<file path="src/rtl/ram_access_arbiter.sv">
// ram_access_arbiter: shares one single-port RAM between the instruction-fetch path and the
// load/store data path. Data has fixed priority over fetch. Each transaction ends in a single
// completion pulse to its owner, with Err raised for misaligned accesses or RAM timeouts.
module ram_access_arbiter #(
    parameter int unsigned ADDR_W  = 8,
    parameter int unsigned TIMEOUT = 15
) (
    input  logic              Clk,
    input  logic              Reset,
    input  logic              FReq,
    input  logic [ADDR_W-1:0] FAddr,
    output logic [31:0]       FData,
    output logic              FMoc,
    input  logic              DReq,
    input  logic              DRW,
    input  logic [1:0]        DSize,
    input  logic [ADDR_W-1:0] DAddr,
    input  logic [31:0]       DWData,
    output logic [31:0]       DRData,
    output logic              DMoc,
    output logic              MFA,
    output logic              MRW,
    output logic [1:0]        MSize,
    output logic [ADDR_W-1:0] MAddr,
    output logic [31:0]       MWData,
    input  logic [31:0]       MRData,
    input  logic              MMoc,
    output logic              Busy,
    output logic              Owner,
    output logic              Err
);

    localparam logic [7:0] TimeoutC = 8'(TIMEOUT);

    typedef enum logic [1:0] {StIdle, StAccess, StResp} state_e;

    state_e            state_q, state_d;
    logic [7:0]        cnt_q, cnt_d;
    logic              mfa_q, mfa_d;
    logic              mrw_q, mrw_d;
    logic [1:0]        msize_q, msize_d;
    logic [ADDR_W-1:0] maddr_q, maddr_d;
    logic [31:0]       mwdata_q, mwdata_d;
    logic [31:0]       fdata_q, fdata_d;
    logic [31:0]       drdata_q, drdata_d;
    logic              fmoc_q, fmoc_d;
    logic              dmoc_q, dmoc_d;
    logic              busy_q, busy_d;
    logic              owner_q, owner_d;
    logic              err_q, err_d;

    logic              req_any;
    logic              grant_data;
    logic [ADDR_W-1:0] g_addr;
    logic [1:0]        g_size;
    logic              g_rw;
    logic              g_illegal;
    logic [7:0]        cnt_inc;

    // Grant decode: pick the winning requester and check its alignment.
    always_comb begin
        req_any    = DReq | FReq;
        grant_data = DReq;
        g_addr     = DReq ? DAddr : FAddr;
        g_size     = DReq ? DSize : 2'b10;
        g_rw       = DReq ? DRW : 1'b1;
        g_illegal  = 1'b0;
        unique case (g_size)
            2'b00:   g_illegal = 1'b0;
            2'b01:   g_illegal = g_addr[0];
            2'b10:   g_illegal = |g_addr[1:0];
            default: g_illegal = 1'b1;
        endcase
    end

    // Next-state and registered-output logic for the IDLE/ACCESS/RESP sequence.
    always_comb begin
        state_d  = state_q;
        cnt_d    = cnt_q;
        mfa_d    = mfa_q;
        mrw_d    = mrw_q;
        msize_d  = msize_q;
        maddr_d  = maddr_q;
        mwdata_d = mwdata_q;
        fdata_d  = fdata_q;
        drdata_d = drdata_q;
        busy_d   = busy_q;
        owner_d  = owner_q;
        // Completion pulses and Err are only ever high for the single RESP cycle.
        fmoc_d   = 1'b0;
        dmoc_d   = 1'b0;
        err_d    = 1'b0;
        cnt_inc  = cnt_q + 8'd1;

        unique case (state_q)
            StIdle: begin
                if (req_any) begin
                    owner_d = grant_data;
                    maddr_d = g_addr;
                    msize_d = g_size;
                    mrw_d   = g_rw;
                    if (grant_data) begin
                        mwdata_d = DWData;
                    end
                    busy_d = 1'b1;
                    if (g_illegal) begin
                        // Misaligned: skip the RAM entirely and fail straight away.
                        state_d = StResp;
                        err_d   = 1'b1;
                        if (grant_data) begin
                            drdata_d = 32'd0;
                            dmoc_d   = 1'b1;
                        end else begin
                            fdata_d = 32'd0;
                            fmoc_d  = 1'b1;
                        end
                    end else begin
                        state_d = StAccess;
                        mfa_d   = 1'b1;
                        cnt_d   = 8'd0;
                    end
                end
            end
            StAccess: begin
                if (MMoc) begin
                    state_d = StResp;
                    mfa_d   = 1'b0;
                    if (owner_q) begin
                        drdata_d = MRData;
                        dmoc_d   = 1'b1;
                    end else begin
                        fdata_d = MRData;
                        fmoc_d  = 1'b1;
                    end
                end else begin
                    cnt_d = cnt_inc;
                    if (cnt_inc == TimeoutC) begin
                        state_d = StResp;
                        mfa_d   = 1'b0;
                        err_d   = 1'b1;
                        if (owner_q) begin
                            drdata_d = 32'd0;
                            dmoc_d   = 1'b1;
                        end else begin
                            fdata_d = 32'd0;
                            fmoc_d  = 1'b1;
                        end
                    end
                end
            end
            StResp: begin
                state_d = StIdle;
                busy_d  = 1'b0;
            end
            default: begin
                state_d = StIdle;
                mfa_d   = 1'b0;
                busy_d  = 1'b0;
            end
        endcase
    end

    // State and output registers with synchronous active-low reset.
    always_ff @(posedge Clk) begin
        if (!Reset) begin
            state_q  <= StIdle;
            cnt_q    <= 8'd0;
            mfa_q    <= 1'b0;
            mrw_q    <= 1'b0;
            msize_q  <= 2'b00;
            maddr_q  <= '0;
            mwdata_q <= 32'd0;
            fdata_q  <= 32'd0;
            drdata_q <= 32'd0;
            fmoc_q   <= 1'b0;
            dmoc_q   <= 1'b0;
            busy_q   <= 1'b0;
            owner_q  <= 1'b0;
            err_q    <= 1'b0;
        end else begin
            state_q  <= state_d;
            cnt_q    <= cnt_d;
            mfa_q    <= mfa_d;
            mrw_q    <= mrw_d;
            msize_q  <= msize_d;
            maddr_q  <= maddr_d;
            mwdata_q <= mwdata_d;
            fdata_q  <= fdata_d;
            drdata_q <= drdata_d;
            fmoc_q   <= fmoc_d;
            dmoc_q   <= dmoc_d;
            busy_q   <= busy_d;
            owner_q  <= owner_d;
            err_q    <= err_d;
        end
    end

    assign MFA    = mfa_q;
    assign MRW    = mrw_q;
    assign MSize  = msize_q;
    assign MAddr  = maddr_q;
    assign MWData = mwdata_q;
    assign FData  = fdata_q;
    assign DRData = drdata_q;
    assign FMoc   = fmoc_q;
    assign DMoc   = dmoc_q;
    assign Busy   = busy_q;
    assign Owner  = owner_q;
    assign Err    = err_q;

endmodule

</file>
<file path="config.mk">
export PLATFORM = sky130hd
export DESIGN_NAME = ram_access_arbiter
export DESIGN_NICKNAME = d
export VERILOG_FILES = /design/src/rtl/ram_access_arbiter.sv
export SDC_FILE = /design/constraint.sdc
export NUM_CORES = 1
export LEC_CHECK = 0
export CORE_MARGIN = 3
export CORE_UTILIZATION = 40
export DETAILED_ROUTE_END_ITERATION = 12
export GPL_ROUTABILITY_DRIVEN = 0
export HOLD_SLACK_MARGIN = 0.1
export PLACE_DENSITY_LB_ADDON = 0.05
export SYNTH_ARGS = -nofsm -noshare
export SYNTH_HDL_FRONTEND = slang
export SYNTH_SLANG_ARGS = --single-unit
export TNS_END_PERCENT = 30
</file>
<file path="constraint.sdc">
create_clock -name Clk -period 2.4 [get_ports Clk]
set_input_delay 0.72 -clock Clk [delete_from_list [all_inputs] [get_ports Clk]]
set_output_delay 0.72 -clock Clk [all_outputs]
set_load 0.01 [all_outputs]
</file>
==> results by group, run 1 <==
Synth
  – FFs w/ async S/R, synth: 0%
  – Synth Warn #: 0
  – Syn Nets: 622
  – Ys flop type: dfxtp_1
  – Top cells by area, synth: dfxtp_1, mux2i_1, nand2_1
  – Syn Inst Count: 532
  – Mean Syn Cell Area: 9.30 µm²
  – Synthesized cell area: 0.00495 mm²
  – Synth top area share: 49.8%
  – Largest area contributor in the netlist: dfxtp_1
  – Post-synth EDFFs: 0
  – Unique masters post-synth: 47
  – FF+latch count, synth: 123
  – Register area share after synthesis: 49.8%

Critical path
  – Crit Path Class: input pin to flip-flop
  – R2R depth: 7
  – CP startpoint kind: input pin
  – CP Max Fanout: 23
  – CP Depth: 7
  – CP Cell Sequence: clkdlybuf4s50_1, buf_4, o221ai_2, a2111oi_4, a21oi_4, buf_12, mux2i_1
  – Top cell family by delay on the critical path: buffers and inverters
  – Crit path buf inv count: 3
  – CP peak stage delay: 0.51 ns
  – Slowest cell on the critical path: clkdlybuf4s50_1
  – Crit end category: flip-flop
  – Critical path required time: 2.72 ns
  – Arrival time at the worst endpoint: 2.63 ns

Timing
  – Crit path time final: 2.31 ns
  – Fin Clk Skew: 0.00505 ns
  – Fmax: 434 MHz
  – TNS Setup: 0 ns
  – Fin. max-slew vios: 0
  – RSZ-0062 raised after global routing: false
  – Slew margin rel.: 67.1%
  – Setup Viol. Count Final: 0
  – Worst-Margin Slew: 0.490 ns
  – Final hold vios: 0
  – Period utilization: 96.1%

Clocking
  – Clock Pin Slew Worst Setup and Hold Paths: 0.05 ns
  – CTS Sinks: 123
  – Post-CTS sizing: 0
  – Worst-Skew Late Latency: 0.41 ns
  – Hold buffers post-CTS: 0
  – Postcts setup bufs: 0
  – H-tree levels: 4
  – CTS tree: yes
  – CTS Buf Count: 17
  – Clock Tree Root: clkbuf_16
  – CTS max path bufs: 2

Global route
  – Overall routing resource usage: 19.7%
  – Vias in the first global route: 4455
  – M3 GR Usage: 6.02%
  – Most used routing layer: met2
  – Congestion Overflow GR: 0
  – GRT met1 Usage: 23.7%
  – Antenna violations before repair: 0
  – M2 GR Usage: 33.0%
  – Largest net degree at the start of global routing: 40
  – First-pass GRT wire length: 21200 µm

Die
  – Die area: 0.0137 mm²
  – Width of the die: 117 µm
  – Num ports: 201
  – Core area: 0.0118 mm²
  – Initial Util: 42.1%
  – Cell Rows: 39
  – Chip Height: 117 µm

Finish
  – Diodes inserted: 0
  – Fillers: 978
  – Area occupied by multi-input gates: 0.00232 mm²
  – Final #Nets: 834
  – Register area: 0.00246 mm²
  – Area grow syn2layout: 58.8%
  – Non-Filler Cell Area, Final: 0.00786 mm²
  – Proportion of layout cells with a drive suffix above 1: 9.26%
  – Final Non-Filler Cells: 920
  – Finished Core Util: 66.8%

Worst hold path
  – Worst hold path depth: 2
  – Hold crit path type: flip-flop to flip-flop

Drt
  – DRC: 0
  – ANT nets after route: 0
  – Drt total wl: 13600 µm
  – Initial DRT Pass Iterations: 4
  – Total number of vias: 4362
  – Routed wire length per instance: 14.8 µm
  – Via density: 4.74
  – Iteration-0 DRC Markers: 193

Pwr
  – Gate power share: 15.6%
  – Clock share of power: 44.4%
  – Reg power frac: 40.0%
  – Total power: 5.46 mW
  – Pleak: 3.30 nW
  – Pint: 4.18 mW
  – Switching power: 1.28 mW
  – Max rail drop VDD: 499 µV
  – Power Dens Cells: 695 mW/mm²
  – Sw Ratio: 23.4%

Placement
  – Dpl cells: 889
  – DP Area: 0.00728 mm²
  – Post-DP HPWL: 9850 µm
  – IO buf count: 200

Outcome
  – Status: complete, no violations

Flow run
  – Max_cap viols: 0
-- stage by stage --
stage,hold slack (ns),worst slack [ns]
final,0.456,0.0936
after global routing,0.477,0.0366
after CTS,0.459,0.104
after detailed placement,0.451,-0.313
after global placement,0.444,-0.235
after floorplan,0.457,0.339
-- synthesized netlist by cell type, drive strengths merged (2+ instances only) --
| cell | count |
|---|---|
| a211oi | 2 |
| a21boi | 35 |
| a21oi | 9 |
| a31oi | 3 |
| and3 | 3 |
| buf | 9 |
| clkbuf | 26 |
| dfxtp | 123 |
| ha | 2 |
| inv | 4 |
| mux2i | 73 |
| nand2 | 175 |
| nand2b | 3 |
| nand3 | 4 |
| nand4 | 2 |
| nor2 | 11 |
| nor2b | 5 |
| nor3 | 2 |
| nor3b | 2 |
| nor4 | 2 |
| o211a | 8 |
| o21a | 5 |
| o21ai | 4 |
| o221a | 3 |
| xor2 | 3 |
-- routing by layer --
layer  vias up  part of all wire [%]
met5         -                     0
met4         0                   1.5
met3        17                   6.6
met2       125                    49
met1      2011                    43
li1       2209                     -
-- sequential cells by signal, indices dropped and copies added (netlist names) --
| register | flops |
|---|---|
| MWData | 32 |
| FMoc | 1 |
| Busy | 1 |
| MSize | 2 |
| Err | 1 |
| Owner | 1 |
| DRData | 32 |
| FData | 32 |
| state_q | 2 |
| DMoc | 1 |
| MAddr | 8 |
| cnt_q | 8 |
| MRW | 1 |
| MFA | 1 |
-- worst paths after layout --
kind,slack (ns),from,endpoint
min,0.46,DRData[5],DRData[5]
max,0.09,DReq,FData[18]
max reg2reg,0.22,cnt_q[0],DRData[18]
min reg2reg,0.46,DRData[5],DRData[5]
-- power groups by stage --
| stage | combinational (mW) | clock (mW) | sequential, mW |
|---|---|---|---|
| 3_3_place_gp | 0.841 | 0 | 2.22 |
| 5_1_grt | 0.916 | 2.56 | 2.19 |
| 4_1_cts | 0.858 | 2.47 | 2.18 |
| 6_report | 0.850 | 2.42 | 2.18 |
| 2_1_floorplan | 0.365 | 0 | 2.26 |
| 3_5_place_dp | 0.854 | 0 | 2.23 |
-- placed cells by master, fill, tap and decap left out, types with 2 or more instances in the layout --
| cell type | count |
|---|---|
| clkdlybuf4s50_1 | 199 |
| nand2_1 | 175 |
| dfxtp_1 | 123 |
| mux2i_1 | 72 |
| a21boi_0 | 33 |
| buf_4 | 23 |
| clkbuf_16 | 17 |
| nor2_1 | 11 |
| a21oi_1 | 8 |
| o211a_1 | 8 |
| clkbuf_8 | 6 |
| buf_12 | 6 |
| o21a_1 | 5 |
| nor2b_1 | 5 |
| clkinv_2 | 5 |
| nand3_1 | 4 |
| o21ai_0 | 4 |
| inv_1 | 3 |
| nand2b_1 | 3 |
| a31oi_1 | 3 |
| and3_1 | 3 |
| xor2_1 | 3 |
| nand4_1 | 2 |
| nor3_1 | 2 |
| a21boi_1 | 2 |
| nor3b_1 | 2 |
| o221a_2 | 2 |
| ha_1 | 2 |
-- worst reg2reg max path, delay by kind of cell (launching register included) --
kind / cells / cell delay (ns)
muxes: 1 / 0.13
adders and majority gates: 1 / 0.29
AOI/OAI and AO/OA: 2 / 0.66
and+or+nand+nor: 1 / 0.15
DFF: 1 / 0.44
buffers and inverters: 1 / 0.21
xor gates and xnor gates: 1 / 0.19
-- cells by family (layout without fill, tap and decap cells) --
logic type	count (synthesis)	after routing	synth area share [%]
muxes	73	73	14.8
buffers and inverters	39	263	3.72
and+or+nand+nor	214	214	17.8
xor gates and xnor gates	4	4	0.708
adders and majority gates	2	2	0.506
AOI/OAI and AO/OA	77	77	12.7
DFF	123	123	49.8
-- final cells by class --
class	instances	area share, %
Clock buffer	24	6.51
Clock inverter	7	0.796
Inverter	4	0.191
Multi-Input combinational cell	370	29.5
Sequential cell	123	31.3
Tap cell	164	2.61
Timing Repair Buffer	228	29.1
Power figures use the tool's default switching activity.
==> run 2, diff against run 1 <==
- CORE_ASPECT_RATIO: unset -> 0.5
==> results by group, run 2 (same netlist as run 1, synthesis figures left out) <==
Drt
  – Met2 WL: 5850 µm (-11%)
  – WL met1: 6210 µm (+5.5%)
  – Routed length on met3: 1230 µm (+37%)
  – Total number of vias: 4332 (-0.69%)
  – Routed wire length per instance: 14.6 µm (-1.4%)
  – Drt total wl: 13400 µm (-1.5%)
  – ANT nets after route: 0 (unchanged)
  – DRC: 0 (unchanged)
  – Initial DRT Pass Iterations: 5 (+1)
  – Max Used Layer: met4
  – Iteration-0 DRC Markers: 202 (+4.7%)
  – Via density: 4.71 (-0.58%)

Placement
  – IO buf count: 200 (unchanged)
  – Dpl cells: 888 (-0.11%)
  – Post-DP HPWL: 9210 µm (-6.5%)

Timing
  – Slew margin rel.: 66.3% (-0.71 points)
  – Fin. max-slew vios: 0 (unchanged)
  – Final hold vios: 0 (unchanged)
  – Period utilization: 94.6% (-1.5 points)
  – Worst-Margin Slew: 0.501 ns (+0.0106 ns)
  – Setup Viol. Count Final: 0 (unchanged)
  – RSZ-0062 raised after global routing: false
  – Fin Clk Skew: 0.0118 ns (+0.00677 ns)
  – Final Hold Slack: 0.456 ns (+0.0000780 ns)
  – Crit path time final: 2.27 ns (-0.0368 ns)
  – Fmax: 441 MHz (+1.6%)

Critical path
  – R2R depth: 7 (unchanged)
  – CP startpoint kind: input pin
  – Reg-to-reg slack, setup: 0.27 ns (+0.05 ns)
  – Critical path required time: 2.68 ns (-0.04 ns)
  – Crit Path Class: input pin to flip-flop
  – Reg-to-Reg Start: cnt_q[0]
  – Reg2reg end: state_q[0]
  – Arrival time at the worst endpoint: 2.55 ns (-0.08 ns)
  – CP Max Fanout: 15 (-35%)
  – Crit end category: flip-flop

Finish
  – Area grow syn2layout: 58.7% (about the same)
  – Final Non-Filler Cells: 919 (-0.11%)
  – Diodes inserted: 0 (unchanged)
  – Proportion of layout cells with a drive suffix above 1: 9.02% (-0.24 points)
  – Most frequent cells in the layout: clkdlybuf4s50_1, nand2_1, dfxtp_1
  – Final #Nets: 832 (-0.24%)
  – Finished Core Util: 65.7% (-1.1 points)
  – Most common cell after layout, fill and taps aside: clkdlybuf4s50_1

Clocking
  – Worst-Skew Late Latency: 0.41 ns (about the same)
  – Clock Tree Root: clkbuf_16
  – CTS Buf Count: 17 (unchanged)
  – H-tree levels: 4 (unchanged)
  – CTS Sinks: 123 (unchanged)
  – CTS tree: yes
  – CTS max path bufs: 2 (unchanged)
  – Postcts setup bufs: 0 (unchanged)
  – Clock Pin Slew Worst Setup and Hold Paths: 0.06 ns (about the same)

Pwr
  – Max rail drop VDD: 482 µV (-3.3%)
  – Power Dens Cells: 700 mW/mm² (+0.83%)
  – Pleak: 3.27 nW (-0.69%)
  – Total power: 5.50 mW (+0.75%)

Global route
  – Largest net degree at the start of global routing: 73 (+83%)
  – Vias in the first global route: 4306 (-3.3%)
  – Congestion Overflow GR: 0 (unchanged)
  – Antenna violations before repair: 0 (unchanged)
  – Overall routing resource usage: 19.5% (-0.17 points)
  – First-pass GRT wire length: 21400 µm (+1.4%)

Die
  – Width of the die: 163 µm (+39%)
  – Die area: 0.0138 mm² (+0.59%)
  – Chip Height: 84.7 µm (-28%)
  – Core area: 0.0119 mm² (+1.6%)
  – Cell Rows: 28 (-28%)
  – Initial Util: 41.4% (-0.66 points)
  – Num ports: 201 (unchanged)

Worst hold path
  – Worst hold path depth: 2 (unchanged)
  – Worst hold start: DRData[2]
  – Worst Hold Endpoint: DRData[2]
  – Hold crit path type: flip-flop to flip-flop

Flow run
  – Max_cap viols: 0 (unchanged)

Outcome
  – Status: complete, no violations
## run 2: cell types whose count changed in the layout (fill, tap and decap cells not counted), sizes merged
cell      change
clkinvlp      +2
clkinv        +3
clkbuf        -7
bufinv        +1
buf           -2
inv           +1
## run 2: routing by layer
layer  up-vias  GRT usage [%]
met3         7           7.49
li1       2208              -
met4         0           5.68
met2       151           31.3
met5         -              0
met1      1966           24.6
## run 2: worst max path at each step
| stage | startpoint | to | slack, ns | depth (start not counted) |
|---|---|---|---|---|
| finish | DSize[1] | DRData[1] | 0.13 | 7 |
| global route | DReq | FData[30] | 0.01 | 9 |
| CTS | DAddr[0] | FData[21] | 0.08 | 7 |
| detailed placement | DAddr[0] | FData[21] | -0.31 | 7 |
| global placement | DAddr[1] | FData[10] | -0.24 | 7 |
| floorplan | DReq | FData[10] | 0.34 | 6 |
## run 2: critical path, cell delays in order
cell and delay, ns:
clkdlybuf4s50_1 0.56, o21a_1 0.19, o221ai_4 0.18, a211oi_1 0.39, o211ai_4 0.17, buf_12 0.20, mux2i_1 0.13
## run 2: final cells by class
type	instances	area, µm²
fill	1012	4100
clock inverter	14	150
clock buffer	17	425
multi-input combinational	370	2320
inverter	4	15.0
tap	165	206
timing repair buffer	226	2270
sequential	123	2460
## run 2: timing repair
item                                    4_1_cts  5_1_grt
resized for setup                             0        1
hold buffers                                  0        0
endpoints found under the setup margin        0        2
## run 2: per-stage QoR
step                      area [µm²]  worst slack [ns]  setup TNS, ns
after floorplan                 4950             0.339              0
after global placement          7260            -0.242         -15.01
after detailed placement        7260            -0.311         -16.87
after CTS                       7840            0.0753              0
after global routing            7850            0.0133              0
final                           7850             0.130              0
## run 2: power by group
group          switching (mW)  internal, mW
clock network           0.953          1.53
logic                   0.371         0.469
registers              0.0498          2.13
total                    1.37          4.13
==> run 3, diff against run 2 <==
- SLEW_MARGIN: unset -> 0
==> results of run 3 <==
The final DEF is identical to that of run 2; final timing and power are the same.
